==> src/rtl/imem_dmem_arbiter.sv <==
// Purpose : shares one single-port memory between instruction fetch and load/store, one transaction in flight.
// Latency : grant at the IDLE edge, mem_req the next cycle, requester ack one cycle after mem_ack (TIMEOUT cycles max).
// Backpr. : requesters hold req until their one-cycle ack; stall tells the core a request is still pending.
//
// Ports:
//   clk, rst              clock and synchronous active-high reset
//   if_req/if_addr        fetch request (level), returns if_rdata with the one-cycle if_ack pulse
//   d_req/d_we/d_addr/    load/store request (level), returns d_rdata with the one-cycle d_ack pulse
//   d_wdata/d_mask
//   mem_*                 unified memory port; mem_req held until mem_ack
//   err                   flags an ack whose transaction timed out
//   stall                 combinational: some requester has a request without its ack this cycle
module imem_dmem_arbiter #(
    parameter int AW           = 32,
    parameter int DW           = 32,
    parameter int MAX_D_STREAK = 4,
    parameter int TIMEOUT      = 64
) (
    input  logic            clk,
    input  logic            rst,

    input  logic            if_req,
    input  logic [AW-1:0]   if_addr,
    output logic [DW-1:0]   if_rdata,
    output logic            if_ack,

    input  logic            d_req,
    input  logic            d_we,
    input  logic [AW-1:0]   d_addr,
    input  logic [DW-1:0]   d_wdata,
    input  logic [DW/8-1:0] d_mask,
    output logic [DW-1:0]   d_rdata,
    output logic            d_ack,

    output logic            mem_req,
    output logic            mem_we,
    output logic [AW-1:0]   mem_addr,
    output logic [DW-1:0]   mem_wdata,
    output logic [DW/8-1:0] mem_mask,
    input  logic [DW-1:0]   mem_rdata,
    input  logic            mem_ack,

    output logic            err,
    output logic            stall
);

    localparam int MW = DW / 8;
    localparam int SW = $clog2(MAX_D_STREAK + 1);
    localparam int TW = (TIMEOUT > 2) ? $clog2(TIMEOUT) : 1;

    localparam logic [SW-1:0] STREAK_MAX = SW'(MAX_D_STREAK);
    localparam logic [TW-1:0] TCNT_LAST  = TW'(TIMEOUT - 1);

    typedef enum logic [1:0] {
        IDLE = 2'd0,
        BUSY = 2'd1,
        RESP = 2'd2
    } state_t;

    state_t          state;
    state_t          state_nxt;
    logic            grant_d;
    logic            grant_f;
    logic            xfer_done;
    logic            xfer_abort;
    logic            owner_d;     // 1: current transaction belongs to the data side
    logic [SW-1:0]   streak;
    logic [TW-1:0]   tcnt;
    logic [DW-1:0]   resp_dat;

    // ------------------------------------------------------------------
    // State register
    // ------------------------------------------------------------------
    always_ff @(posedge clk) begin
        if (rst) begin
            state <= IDLE;
        end else begin
            state <= state_nxt;
        end
    end

    // ------------------------------------------------------------------
    // Next state and grant decisions
    // ------------------------------------------------------------------
    always_comb begin
        state_nxt  = state;
        grant_d    = 1'b0;
        grant_f    = 1'b0;
        xfer_done  = 1'b0;
        xfer_abort = 1'b0;
        case (state)
            IDLE: begin
                // Data has priority unless fetch has been passed over too often.
                if (d_req && !(if_req && streak == STREAK_MAX)) begin
                    grant_d   = 1'b1;
                    state_nxt = BUSY;
                end else if (if_req) begin
                    grant_f   = 1'b1;
                    state_nxt = BUSY;
                end
            end
            BUSY: begin
                if (mem_ack) begin
                    xfer_done = 1'b1;
                    state_nxt = RESP;
                end else if (tcnt == TCNT_LAST) begin
                    xfer_abort = 1'b1;
                    state_nxt  = RESP;
                end
            end
            RESP: begin
                // Forced turnaround: no grant here, so a requester that keeps
                // req high is only seen again once the ack has been consumed.
                state_nxt = IDLE;
            end
            default: begin
                state_nxt = IDLE;
            end
        endcase
    end

    // Stores and aborted transactions return zero data.
    assign resp_dat = (xfer_done && !mem_we) ? mem_rdata : '0;

    // ------------------------------------------------------------------
    // Registered datapath: memory request, counters, responses
    // ------------------------------------------------------------------
    always_ff @(posedge clk) begin
        if (rst) begin
            owner_d   <= 1'b0;
            streak    <= '0;
            tcnt      <= '0;
            mem_req   <= 1'b0;
            mem_we    <= 1'b0;
            mem_addr  <= '0;
            mem_wdata <= '0;
            mem_mask  <= '0;
            if_ack    <= 1'b0;
            if_rdata  <= '0;
            d_ack     <= 1'b0;
            d_rdata   <= '0;
            err       <= 1'b0;
        end else begin
            // Acks and err are single-cycle pulses.
            if_ack <= 1'b0;
            d_ack  <= 1'b0;
            err    <= 1'b0;

            case (state)
                IDLE: begin
                    tcnt <= '0;
                    if (grant_d) begin
                        owner_d   <= 1'b1;
                        mem_req   <= 1'b1;
                        mem_we    <= d_we;
                        mem_addr  <= d_addr;
                        mem_wdata <= d_wdata;
                        mem_mask  <= d_mask;
                        // Only data grants that bypass a waiting fetch count.
                        if (!if_req) begin
                            streak <= '0;
                        end else if (streak != STREAK_MAX) begin
                            streak <= streak + 1'b1;
                        end
                    end else if (grant_f) begin
                        owner_d   <= 1'b0;
                        mem_req   <= 1'b1;
                        mem_we    <= 1'b0;
                        mem_addr  <= if_addr;
                        mem_wdata <= '0;
                        mem_mask  <= {MW{1'b1}};
                        streak    <= '0;
                    end
                end
                BUSY: begin
                    tcnt <= tcnt + 1'b1;
                    if (xfer_done || xfer_abort) begin
                        mem_req <= 1'b0;
                        err     <= xfer_abort;
                        if (owner_d) begin
                            d_ack   <= 1'b1;
                            d_rdata <= resp_dat;
                        end else begin
                            if_ack   <= 1'b1;
                            if_rdata <= resp_dat;
                        end
                    end
                end
                default: begin
                    tcnt <= '0;
                end
            endcase
        end
    end

    assign stall = (if_req & ~if_ack) | (d_req & ~d_ack);

endmodule
==> config.mk <==
export PLATFORM = sky130hd
export DESIGN_NAME = imem_dmem_arbiter
export DESIGN_NICKNAME = d
export VERILOG_FILES = /design/src/rtl/imem_dmem_arbiter.sv
export SDC_FILE = /design/constraint.sdc
export NUM_CORES = 1
export LEC_CHECK = 0
export BUFFER_PORTS_ARGS = -buffer_cell sky130_fd_sc_hd__buf_2
export CORE_AREA = 10 10 126 128
export CTS_BUF_LIST = sky130_fd_sc_hd__clkbuf_16
export DETAILED_ROUTE_END_ITERATION = 6
export DIE_AREA = 0 0 136 138
export PLACE_DENSITY = 0.91
export SETUP_SLACK_MARGIN = 0.5
export SLEW_MARGIN = 40
export SYNTH_ARGS = -nofsm -noshare
export SYNTH_HDL_FRONTEND = slang
export SYNTH_SLANG_ARGS = --single-unit
==> constraint.sdc <==
create_clock -name clk -period 2 [get_ports clk]
set_input_delay 0.4 -clock clk [delete_from_list [all_inputs] [get_ports clk]]
set_output_delay 0.4 -clock clk [all_outputs]
set_load 0.01 [all_outputs]
==> results.md, run 1 <==
- Outcome: finished clean
- Sum Neg Setup Slack: 0 ns
- Largest net degree at the start of global routing: 69
- Die Span Y: 138 microns
- Core ar.: 13500 sq um
- Sequential area share after synthesis: 0.470
- Layout Nets: 1079
- Clock Tree Root: clkbuf_16
- DP HPWL: 14500 microns
- Die ar.: 18800 sq um
- CP Class: register to register
- Wirelength per Cell: 19.2 microns
- Finished Layout Cells: 1127
- Final max-slew violation count: 0
- # Max-Cap Violations: 0
- Vias in the first global route: 6148
- TritonCTS buffer count: 17
- Worst setup EP type: register
- TritonCTS clock tree: built
- Antenna violations before repair: 1
- Gr usage total: 0.212
- First-pass GRT wire length: 32600 microns
- Tot Pwr: 7.44 mW
- Synth Register Bits: 149
- Yosys Warn Count: 0
- Pre-Repair DR Iteration Count: 5
- Setup Skew: 0.00822 ns
- Clk sinks: 149
- Most common cell after layout, fill and taps aside: buf_2
- Crit path arrival time: 1.78 ns
- HP Class: primary input to register
- Port Buffer Count: 275
- Avg Synthesized Cell Area: 9.37 sq um
- Netlist cell types: 48
- Clk buf depth: 2
- Antenna-violating nets left: 0
- Iter 0 DRT Violations: 475
- Ratio of cells with drive above 1 in the final layout: 0.413
- Total wire length: 21600 microns
- Io pins: 276
- Post-synth EDFFs: 0
- Slew @ Worst Pin: 0.838 ns
- DRC Markers: 0
- Endpoints failing setup: 0
- Startpoint Class: register
- Routed vias/inst: 5.55
- Async SR Flop Fraction: 0
- Number of hold buffers added after cts: 0
- Leak Pwr: 3.89 nW
- Most frequent cells in the layout: buf_2 (275), dfxtp_1 (141), a21oi_1 (70)
- Via count: 6251
- Row cnt: 43
- WP data required: 2.29 ns
- Dpl cells: 1083
- Min Tclk post-route: 1.50 ns
- Clk slew on worst S/H paths: 0.06 ns
- CP max FO: 8
- Most used DFF post-synth: dfxtp_1
- Routability cong.: 0.851
- Post-layout util: 0.645
- Cell Pwr Density: 854 nW/um^2
- Congestion Overflow GR: 0
- Final period utilization: 0.748
- Initial Util: 0.470
- Post-Syn Area: 6340 sq um
- Syn Nets: 818
- Max VDD drop: 502 uV
- Cells after Synth: 677
- Rel. slew slack: 0.441
- Fin Hold WS: 0.238 ns
- Fmax: 0.669 GHz
- Clk_lat worst skew: 0.41 ns
- Die width: 136 microns
- Final Hold Viols: 0
- H-tree level count: 4
- Synth-to-Final Area Change: 37.3%
- RSZ-0062 raised after global routing: true
## where the power goes
group          switching, mW  total (mW)  internal [mW]  leakage (nW)
Clock                   1.14        2.92           1.77         0.269
Combinational          0.743        1.31          0.563          2.40
Sequential            0.0879        3.22           3.13          1.22
## metrics by stage
stage	setup slack (ns)	cell area [sq um]
final	0.505	8710
after global placement	0.325	7780
after global routing	0.441	8710
after detailed placement	0.225	7780
after floorplan	0.516	6350
after CTS	0.477	8510
## area by class of cell
cell class | count | area, sq um
antenna | 1 | 2.50
clock buffer | 17 | 425
clock inverter | 10 | 97.6
fill | 1107 | 4790
inverter | 5 | 18.8
multi-input combinational | 454 | 3040
sequential | 149 | 3000
tap | 180 | 225
timing repair buffer | 311 | 1900
## path summary, 6_finish.rpt
path	startpoint	to	slack (ns)	cells past startpoint
setup / recovery	streak[0]$_SDFFE_PP0P_	mem_addr[15]$_SDFFE_PP0P_	0.50	6
hold / removal	d_wdata[27]	mem_wdata[27]$_SDFFE_PP0P_	0.24	3
setup reg to reg	streak[0]$_SDFFE_PP0P_	mem_addr[15]$_SDFFE_PP0P_	0.50	6
hold reg to reg	d_rdata[10]$_SDFFE_PP0P_	d_rdata[10]$_SDFFE_PP0P_	0.45	2
## Yosys cell counts, drive strengths merged (2+ instances only)
master | number | share of area
a2111oi | 32 | 0.058
nor2 | 9 | 0.0065
ha | 3 | 0.0059
buf | 42 | 0.055
nor3 | 66 | 0.054
inv | 5 | 0.0030
a21oi | 70 | 0.055
o21ai | 38 | 0.030
o221a | 4 | 0.0071
nor2b | 2 | 0.0020
or2 | 2 | 0.0020
dfxtp | 149 | 0.47
and2 | 2 | 0.0020
nor3b | 2 | 0.0049
a31o | 2 | 0.0028
and3 | 3 | 0.0030
a31oi | 3 | 0.0053
xnor2 | 2 | 0.0028
nand4 | 3 | 0.0030
nand3 | 68 | 0.054
clkbuf | 28 | 0.017
nand2 | 67 | 0.041
mux2i | 64 | 0.10
## logic make-up (layout without fill, tap and decap cells)
family	after synthesis	in the layout	share of synthesized area
compound gates	153	153	0.164
xor+xnor	3	3	0.00414
fa+ha+maj	3	3	0.00592
buf+inv	75	343	0.0748
flops	149	149	0.470
mux	64	64	0.101
other cells	0	1	0
simple gates	230	231	0.180
## what timing repair did
| item | in CTS | in global routing |
|---|---|---|
| pin swaps | 6 | 5 |
| resized for setup | 22 | 25 |
| setup endpoints to repair | 104 | 111 |
| cloned | 3 | 3 |
| setup buffers | 6 | 4 |
## state kept, by name (all words and copies together), names as in the netlist
name,flops
if_rdata,32
owner_d,1
mem_we,1
mem_addr,32
d_rdata,32
streak,3
if_ack,1
mem_wdata,32
mem_mask,4
d_ack,1
state,2
mem_req,1
tcnt,6
err,1
## critical path, cell delays in order, from the launching register on
cell and delay (ns):
dfxtp_2 0.32, inv_2 0.07, ha_4 0.16, and3_4 0.27, clkbuf_16 0.18, nor3_2 0.05, a2111oi_2 0.31
## layer usage
metal / track usage / wire length [microns] / part of all wire / vias up
met3: 0.0630 / 1690 / 0.078 / 58
met2: 0.347 / 10700 / 0.50 / 247
li1: - / - / - / 2981
met1: 0.245 / 8330 / 0.39 / 2965
met4: 0.103 / 842 / 0.039 / 0
met5: 0 / 0 / 0 / -
Power figures use the tool's default switching activity.
==> run 2: changes to the inputs <==
Settings changed: ABC_AREA from default to 1.
Clock period 2 ns to 1.4 ns, I/O delays scaled along.
==> results.md, run 2 <==
- Port Buffer Count: 275
- Die Span Y: 138 microns
- Post-layout util: 0.878
- XOR/XNOR Fraction of Synth Area: 0
- Congestion Overflow GR: 0
- Max VDD drop: 925 uV
- Main combinational cell family by area after synthesis: simple AND/OR/NAND/NOR gates
- Fin Hold WS: 0.0598 ns
- Leak Pwr: 5.73 nW
- Most frequent cells in the layout: buf_2 (157), nand2_1 (153), buf_6 (135)
- Cells after Synth: 921
- Synth-to-Final Area Change: 87.2%
- Die width: 136 microns
- Netlist cell types: 28
- Crit path arrival time: 1.93 ns
- Routed vias/inst: 5.83
- Clk slew on worst S/H paths: 0.07 ns
- Largest net degree at the start of global routing: 66
- Worst path top cell family by delay: buffers and inverters
- Crit path cell chain: inv_2 -> ha_4 -> nand3_4 -> nand3_4 -> inv_8 -> clkbuf_16 -> buf_12 -> o21ai_2 -> o21ai_1
- H-tree level count: 4
- Cell depth of the worst setup path: 9
- Crit path buf inv count: 4
- Outcome: finished with violations
- Initial Util: 0.469
- Most common cell after layout, fill and taps aside: buf_2
- Yosys Warn Count: 0
- Pre-Repair DR Iteration Count: 6
- Clk_lat worst skew: 0.44 ns
- Iter 0 DRT Violations: 1200
- Avg Synthesized Cell Area: 6.88 sq um
- Vias in the first global route: 7784
- TritonCTS buffer count: 17
- Dpl cells: 1367
- Worst Setup EP: mem_addr[15]$_SDFFE_PP0P_
- Sum Neg Setup Slack: -11.13 ns
- Worst setup EP type: register
- Filler cell count: 583
- RSZ-0062 raised after global routing: true
- Row cnt: 43
- Simple-gate share of the synthesized area: 0.308
- # Max-Cap Violations: 0
- Register Area: 3150 sq um
- Final max-slew violation count: 0
- Endpoints failing setup: 137
- Finished Layout Cells: 1482
- Most used cell, CP: nand3_4
- Fmax: 0.611 GHz
- Startpoint Class: register
- Post-Syn Area: 6340 sq um
- Clock Tree Root: clkbuf_16
- Worst r2r dst: mem_addr[15]$_SDFFE_PP0P_
- Final Hold Viols: 0
- Clk sinks: 149
- CP max FO: 5
- Wirelength per Cell: 24.6 microns
- Syn Nets: 1062
- Multi-input combinational cell area: 3540 sq um
- Largest stage delay, worst path: 0.34 ns
- Clk buf depth: 2
- Dominant cell by count in the synthesized netlist: nand2_1
- Synth top area share: 0.471
- Io pins: 276
- Worst reg2reg startpoint: streak[0]$_SDFFE_PP0P_
- CP startpoint: streak[0]$_SDFFE_PP0P_
- WP data required: 1.70 ns
- Layout Nets: 1429
- Antenna-violating nets left: 0
- Largest cells by area after synthesis: dfxtp_1 (47%), nand2_1 (12%), nor2_1 (8.5%)
- Min Tclk post-route: 1.64 ns
- CP Class: register to register
- Synth Area in Adders: 0.00592
- Post-synthesis mux area share: 0
- Total wire length: 36400 microns
- Synth Register Bits: 149
- Sequential area share after synthesis: 0.471
- First-pass GRT wire length: 42100 microns
- Antenna violations before repair: 2
- Most used DFF post-synth: dfxtp_1
- Rel. slew slack: 0.780
- Ratio of cells with drive above 1 in the final layout: 0.588
- Most frequent cells after synthesis: nand2_1 (202), dfxtp_1 (149), nor2_1 (143)
- Final period utilization: 1.17
- Gr usage total: 0.283
- Violated checks: negative setup slack
- DP HPWL: 16100 microns
- HP Class: primary input to register
- Cell Pwr Density: 1140 nW/um^2
- Core ar.: 13500 sq um
- Setup ws final: -0.238 ns
- TritonCTS clock tree: built
- Slew @ Worst Pin: 0.329 ns
- Die ar.: 18800 sq um
- Critical Path Slowest Stage Cell: dfxtp_2
- Complex-gate fraction of the synthesized area: 0.0970
- Setup Skew: 0.0209 ns
- Pre-CTS WS: -0.0349 ns
- Async SR Flop Fraction: 0
- Synth area leader: dfxtp_1
- Via count: 8635
- Routability cong.: 0.829
- R2R depth: 9
- Post-synth EDFFs: 0
- R2R setup slack: -0.24 ns
- DRC Markers: 0
[run 2: changes by cell type after synthesis, moves of 7 or more]
| cell | change |
|---|---|
| nor2_1 | +137 |
| nand2_1 | +136 |
| inv_1 | +125 |
| mux2i_1 | -64 |
| nor3_1 | -63 |
| nand4_1 | +35 |
| a21oi_1 | -30 |
| o21ai_0 | +28 |
| a2111oi_1 | -22 |
| a2111oi_2 | -10 |
| buf_1 | +9 |
| buf_6 | -8 |
| clkbuf_1 | +7 |
[run 2: layout make-up]
cell class | count | share of cell area
diodes | 1 | 0.000211
clock buffers | 17 | 0.0359
clock inverters | 15 | 0.0108
inverters | 130 | 0.0433
multi-input cells | 579 | 0.299
flip-flops and latches | 149 | 0.266
well taps | 180 | 0.0190
repair buffers | 411 | 0.327
[run 2: power breakdown]
group	internal, mW	leakage [nW]	switching (mW)
clock	2.45	0.271	2.06
sequential	4.62	1.27	0.298
combinational	2.00	4.18	2.12
[run 2: worst min-delay path by stage]
stage	start	depth (start not counted)	end	slack (ns)
3_5_place_dp	tcnt[0]$_SDFF_PP0_	1	tcnt[0]$_SDFF_PP0_	0.44
2_1_floorplan	mem_ack	1	err$_SDFF_PP0_	0.36
3_3_place_gp	tcnt[0]$_SDFF_PP0_	1	tcnt[0]$_SDFF_PP0_	0.43
5_1_grt	mem_ack	2	err$_SDFF_PP0_	0.07
4_1_cts	mem_ack	2	err$_SDFF_PP0_	0.06
6_report	mem_ack	2	err$_SDFF_PP0_	0.06
[run 2: stage by stage]
step / area, sq um / total power, mW
after floorplan: 6550 / 6.03
after detailed placement: 8330 / 7.05
after CTS: 10600 / 12.4
after global routing: 11900 / 13.9
after global placement: 8330 / 6.98
final: 11900 / 13.6
[run 2: cell families (layout without fill, tap and decap cells)]
group	count (synthesis)	in the layout
other cells	0	1
compound gates	118	118
fa+ha+maj	3	3
simple gates	458	458
flops	149	149
buf+inv	193	573
[run 2: per-layer routing]
metal	vias up	share of wire	GRT usage
li1	3620	-	-
met1	3913	0.31	0.290
met2	826	0.48	0.501
met3	274	0.12	0.0924
met4	2	0.091	0.141
met5	-	0.00036	0
[run 2: timing repair]
| item | CTS | global route |
|---|---|---|
| setup buffers | 31 | 33 |
| resized for setup | 328 | 249 |
| cloned | 13 | 5 |
| hold endpoints to repair | 0 | 0 |
| hold buffers | 0 | 0 |
| pin swaps | 36 | 51 |
| endpoints found under the setup margin | 287 | 287 |
